## src/rtl/mem_word_loader.sv

```systemverilog
// mem_word_loader: byte-serial little-endian word load sequencer.
// Optional CALC cycle (BaseAddr+Offset) under WORD_LOADER_OFFSET_EN.
module mem_word_loader #(
  parameter int ADDR_W    = 16,
  parameter int NUM_BYTES = 4
) (
  input  logic                   Clock,
  input  logic                   Reset,
  input  logic                   Start,
  input  logic [ADDR_W-1:0]      BaseAddr,
  input  logic [7:0]             Offset,
  input  logic [7:0]             Mem_Data,
  output logic [ADDR_W-1:0]      Mem_Addr,
  output logic                   Mem_CS,
  output logic                   Mem_WR,
  output logic                   Busy,
  output logic                   Done,
  output logic [8*NUM_BYTES-1:0] DataOut,
  output logic [ADDR_W-1:0]      EndAddr
);

  localparam int CW = $clog2(NUM_BYTES);
  localparam logic [CW-1:0] LAST = CW'(NUM_BYTES - 1);
  localparam int DW = 8 * NUM_BYTES;

  typedef enum logic [1:0] {
    S_IDLE,
    S_CALC,
    S_READ,
    S_DONE
  } state_t;

  state_t          state_q, state_d;
  logic [ADDR_W-1:0] addr_q, addr_d;
  logic [CW-1:0]   cnt_q, cnt_d;
  logic [DW-1:0]   acc_q, acc_d;
  logic [DW-1:0]   data_q, data_d;
  logic [ADDR_W-1:0] end_q, end_d;

`ifndef WORD_LOADER_OFFSET_EN
  logic unused_offset;
  assign unused_offset = ^Offset;
`endif

  // State and datapath registers; reset discards any partial word.
  always_ff @(posedge Clock or posedge Reset) begin
    if (Reset) begin
      state_q <= S_IDLE;
      addr_q  <= '0;
      cnt_q   <= '0;
      acc_q   <= '0;
      data_q  <= '0;
      end_q   <= '0;
    end else begin
      state_q <= state_d;
      addr_q  <= addr_d;
      cnt_q   <= cnt_d;
      acc_q   <= acc_d;
      data_q  <= data_d;
      end_q   <= end_d;
    end
  end

  // Next-state, byte assembly and result capture.
  always_comb begin
    state_d = state_q;
    addr_d  = addr_q;
    cnt_d   = cnt_q;
    acc_d   = acc_q;
    data_d  = data_q;
    end_d   = end_q;
    unique case (state_q)
      S_IDLE: begin
        if (Start) begin
          addr_d = BaseAddr;
          cnt_d  = '0;
          acc_d  = '0;
`ifdef WORD_LOADER_OFFSET_EN
          state_d = S_CALC;
`else
          state_d = S_READ;
`endif
        end
      end
`ifdef WORD_LOADER_OFFSET_EN
      S_CALC: begin
        addr_d  = addr_q + ADDR_W'(Offset);
        state_d = S_READ;
      end
`endif
      S_READ: begin
        acc_d[{cnt_q, 3'b000} +: 8] = Mem_Data;
        addr_d = addr_q + ADDR_W'(1);
        cnt_d  = cnt_q + CW'(1);
        if (cnt_q == LAST) begin
          data_d  = acc_d;
          end_d   = addr_q + ADDR_W'(1);
          cnt_d   = '0;
          state_d = S_DONE;
        end
      end
      S_DONE: begin
        state_d = S_IDLE;
      end
      default: begin
        state_d = S_IDLE;
      end
    endcase
  end

  // Memory strobes and status decoded from state.
  always_comb begin
    Busy     = (state_q == S_READ) || (state_q == S_CALC);
    Done     = (state_q == S_DONE);
    Mem_CS   = (state_q != S_READ);
    Mem_WR   = 1'b0;
    Mem_Addr = (state_q == S_READ) ? addr_q : '0;
    DataOut  = data_q;
    EndAddr  = end_q;
  end

endmodule

```

## config.mk

```make
export PLATFORM = sky130hd
export DESIGN_NAME = mem_word_loader
export DESIGN_NICKNAME = d
export VERILOG_FILES = /design/src/rtl/mem_word_loader.sv
export SDC_FILE = /design/constraint.sdc
export NUM_CORES = 1
export LEC_CHECK = 0
export CAP_MARGIN = 40
export CORE_ASPECT_RATIO = 0.7
export CORE_MARGIN = 8
export CORE_UTILIZATION = 46
export CTS_CLUSTER_DIAMETER = 60
export DETAILED_ROUTE_END_ITERATION = 6
export HOLD_SLACK_MARGIN = 0.05
export PLACE_DENSITY_LB_ADDON = 0.08
export SYNTH_ARGS = -nofsm -noshare
export SYNTH_HDL_FRONTEND = slang
export SYNTH_SLANG_ARGS = --single-unit
```

## constraint.sdc

```tcl
create_clock -name Clock -period 3.35 [get_ports Clock]
set_clock_uncertainty 0.15 [all_clocks]
set_input_delay 0.8375 -clock Clock [delete_from_list [all_inputs] [get_ports Clock]]
set_output_delay 0.8375 -clock Clock [all_outputs]
set_load 0.05 [all_outputs]
```

## Yosys cells after proc, flatten, opt, wreduce, memory -nomap -nowiden

Index checks and enable logic that the tools add are counted.

| word-level totals | value |
|---|---|
| register bits | 100 |
| bits of input ports | 35 |
| output and inout port bits | 68 |
| logic and storage cells | 36 |

| cells by class | value |
|---|---|
| add/subtract/negate cells | 3 |
| equal/unequal tests | 7 |
| shifts and indexed selects | 2 |
| mux-type cells | 12 |
| reductions and logical operators | 6 |

Operator list:

| operator | count |
|---|---|
| $pmux W32 S2 | 1 |
| $bwmux W32 | 1 |
| $mux W16 | 2 |
| $mux W32 | 1 |
| $pmux W16 S2 | 1 |
| $shift A8 B7 Y32 const A | 1 |
| $shiftx A8 B7 Y32 | 1 |
| $add A16 B1 Y16 const B | 1 |
| $mux W2 | 4 |
| $pmux W2 S2 | 2 |
| $neg A5 Y7 | 1 |
| $eq A2 B2 Y1 const B | 3 |
| $ne A2 B2 Y1 const B | 3 |
| $reduce_and A2 Y1 | 3 |
| $add A2 B1 Y2 const B | 1 |
| $eq A2 B1 Y1 const B | 1 |
| $logic_not A2 Y1 | 1 |
| $reduce_bool A2 Y1 | 1 |
| $logic_or A1 B1 Y1 | 1 |

## Longest topological paths before layout

| logic depth | value |
|---|---|
| word-level depth | 4 |
| depth in mapped cells | 8 |
| gate-level depth less buffers | 6 |

## Worst setup path after synthesis

No wires, ideal clock.

| path | value |
|---|---|
| path kind | reg2out |
| start | reg state_q[0] |
| end | out Mem_Addr[9] |
| arrival | 1.949 ns |
| required time | 2.362 ns |
| slack | 0.413 ns |
| stages on the path, launching flop included | 7 |
| buffers on the path | 3 |
| cells stage by stage | dfrtp_1 > inv_1 > ha_1 > clkbuf_1 > clkbuf_1 > clkbuf_1 > and2_1 |

| on the way | value |
|---|---|
| longest elaborated chain between the ends | 2 |

RTL lines:

| item | RTL line | text |
|---|---|---|
| start: declaration | 33 | `state_t state_q, state_d;` |
| start signal: assignment | 55 | `state_q <= state_d;` |
| $eq A2 B2 Y1 | 117 | `Mem_Addr = (state_q == S_READ) ? addr_q : '0;` |
| $mux W16 | 117 |  |
| end: declaration | 13 | `output logic [ADDR_W-1:0] Mem_Addr,` |

No other way between the ends.

## Final worst setup path

| path | value |
|---|---|
| start | reg state_q[0] |
| end | out Mem_Addr[11] |

Same word-level chain as after synthesis.

==> results.json <==
{
  "die_area_um2": 14000,
  "synthMuxAreaShare_pct": 1.46,
  "cp_slowest_cell": "ha_1",
  "die_h_um": 102,
  "grt.overflow.total": 0,
  "die_w_um": 138,
  "cts_inserted_buffers": 9,
  "finalCritPeriodShare_pct": 94.8,
  "grt_antenna_before_repair": 0,
  "critPathArrivalTime_ns": 2.19,
  "start_kind": "register",
  "vias_per_cell": 5.74,
  "setup_tns_ns": 0,
  "cp_slowest_stage_delay_ns": 0.46,
  "path_buf_inv": 3,
  "synth_compound_area_share_pct": 19.8,
  "slew_headroom_pct": 50.0,
  "synthCells": 481,
  "crit_chain": "inv_1 > ha_1 > inv_1 > nor2_1 > buf_12",
  "post-cts-setup-buffers": 0,
  "outcome": "finished, final reports clean",
  "io_buffers": 93,
  "num_vias": 3976,
  "cp-end-kind": "output port",
  "synth_xor_area_share_pct": 2.37,
  "antenna_left": 0,
  "required_ns": 2.36,
  "cts.sinks": 100,
  "wirelength_um": 13200,
  "dr.pass1.iters": 5,
  "cts_tree": "yes",
  "slew_viol_final": 0,
  "async_reset_ff_share_pct": 100,
  "drive_gt1_share_pct": 10.3,
  "num_rows": 31,
  "grt_pass1_vias": 4022,
  "track_usage_pct": 19.2,
  "num_io_pins": 103,
  "syn_area_per_cell_um2": 10.0,
  "syn_to_final_growth_pct": 31.5,
  "synth_adder_area_share_pct": 2.86,
  "hold_path_class": "register to register",
  "finalCriticalPeriod_ns": 3.17,
  "gp_congestion": 0.907,
  "synth-simple-area-share_pct": 16.8,
  "synth_fp_nets": 527,
  "fin_util_pct": 61.5,
  "drv_cap": 0,
  "nNetsFinal": 602,
  "cts_max_level": 3,
  "p_per_area_nw_per_um2": 1190,
  "ys_seq_area_share_pct": 52.0,
  "area.sequential_um2": 2500,
  "synth_seq_cells": 100,
  "grt_max_degree": 41,
  "wire_per_inst_um": 19.1,
  "fmax_ghz": 0.315,
  "vdd_drop_max_mv": 0.548,
  "drt_iter0_markers": 331,
  "core_um2": 10300,
  "yosys.cell_types.count": 47,
  "rsz0062_at_grt": "no",
  "yosys_warnings": 0,
  "path_common_cell": "inv_1",
  "critical_path.max_fanout": 13,
  "drc": 0,
  "cts_root_buffer": "clkbuf_16",
  "finalSetupViolCount": 0,
  "dp_hpwl_um": 9670,
  "ctsLongestPathBuffers": 2,
  "hold_violations": 0,
  "postCtsResizedCells": 0,
  "synth_enable_flop_cells": 0,
  "start_util_pct": 46.8,
  "worst_pin_slew_ns": 0.743,
  "path_class": "register to output port",
  "antenna_cells": 0,
  "p_leak_nw": 2.78,
  "grt_pass1_wl_um": 21900,
  "ys.flop_type": "dfrtp_1",
  "crit_family": "buffers and inverters",
  "multiInputGateArea_um2": 2090,
  "hold_buffers": 0,
  "clk_latency_ns": 0.35,
  "synth_area_um2": 4810,
  "fillers": 855,
  "path_clk_slew_ns": 0.07,
  "synth_top_family_by_area": "compound AO/OA/AOI/OAI gates"
}
==> cell usage in the layout (no fill, tap or decap), types with 8 or more instances in the layout <==
cell and instances:
nor2_1 68, xnor2_1 9, ha_1 11, o21ai_0 25
buf_4 8, o22ai_1 9, buf_12 18, clkdlybuf4s50_1 76
inv_1 10, o21ai_1 9, dfrtp_1 100, clkbuf_16 9
nand2_1 38, nand3_1 9, and2_1 14, a21oi_1 18
a221oi_1 29, a22o_2 8, a22o_1 22
==> sequential cells by signal (all words and copies together) (netlist names) <==
name / flops
DataOut: 32
EndAddr: 16
acc_q: 32
addr_q: 16
cnt_q: 2
state_q: 2
==> path summary, 6_finish.rpt <==
check,start,end,cells after the start,slack (ns)
setup reg to reg,cnt_q[0],acc_q[23],6,0.57
setup / recovery,state_q[0],Mem_Addr[11],5,0.18
max in group asynchronous,Reset,addr_q[9],3,1.71
hold / removal,EndAddr[6],EndAddr[6],2,0.33
hold reg to reg,EndAddr[6],EndAddr[6],2,0.33
min in group asynchronous,Reset,addr_q[10],2,0.75
==> cell type report <==
cell class	count	share of cell area, %
Sequential cell	100	39.6
Multi-Input combinational cell	329	33.0
Inverter	14	0.890
Clock buffer	11	4.00
Timing Repair Buffer	102	18.7
Tap cell	132	2.61
Clock inverter	5	1.29
==> cells by family (layout without fill, tap and decap cells) <==
family	count (synthesis)	after routing
xor gates and xnor gates	13	13
adders and majority gates	11	11
buffers and inverters	52	132
other	1	1
and+or+nand+nor	164	164
muxes	7	7
AOI/OAI and AO/OA	133	133
DFF	100	100
==> worst min-delay path, stage by stage (launching register included) <==
cell and delay, ns:
dfrtp_1 0.34, nand2_1 0.05, o21ai_0 0.06
==> where the power goes <==
group	switching (mW)	internal, mW	leakage (nW)	total, mW
combinational	2.77	1.55	1.36	4.32
clock	0.465	0.697	0.162	1.16
sequential	0.399	1.66	1.27	2.06
==> per-stage QoR <==
stage	power, mW	hold slack (ns)	setup WS (ns)	area [um^2]	std cells
2_1_floorplan	4.82	0.300	0.413	4810	481
3_3_place_gp	6.32	0.311	0.563	5990	677
3_5_place_dp	6.40	0.321	0.559	5990	677
4_1_cts	7.57	0.337	0.180	6320	693
5_1_grt	7.96	0.352	0.0280	6320	693
6_report	7.53	0.332	0.175	6320	693
==> Yosys cell counts, types with 8 or more instances <==
master,count,area share [%]
a21oi_1,18,1.9
a221oi_1,29,5.3
a22o_1,22,4.0
a22o_2,8,1.7
and2_1,14,1.8
buf_2,9,0.94
clkbuf_1,18,1.4
dfrtp_1,100,52
ha_1,11,2.9
inv_1,11,0.86
nand2_1,39,3.0
nand3_1,9,0.94
nor2_1,68,5.3
o21ai_0,26,2.7
o21ai_1,8,0.83
o22ai_1,9,1.2
xnor2_1,9,1.6
==> per-layer routing <==
layer | track usage [%] | share of wire (%) | up-vias | wire length (um)
met5 | 0 | 0 | - | 0
met4 | 3.58 | 0.67 | 0 | 89
met3 | 6.74 | 9.4 | 12 | 1240
met2 | 27.0 | 41 | 166 | 5450
met1 | 27.8 | 49 | 1933 | 6470
li1 | - | - | 1865 | -
Note: power is estimated with default switching activity, not from simulation.
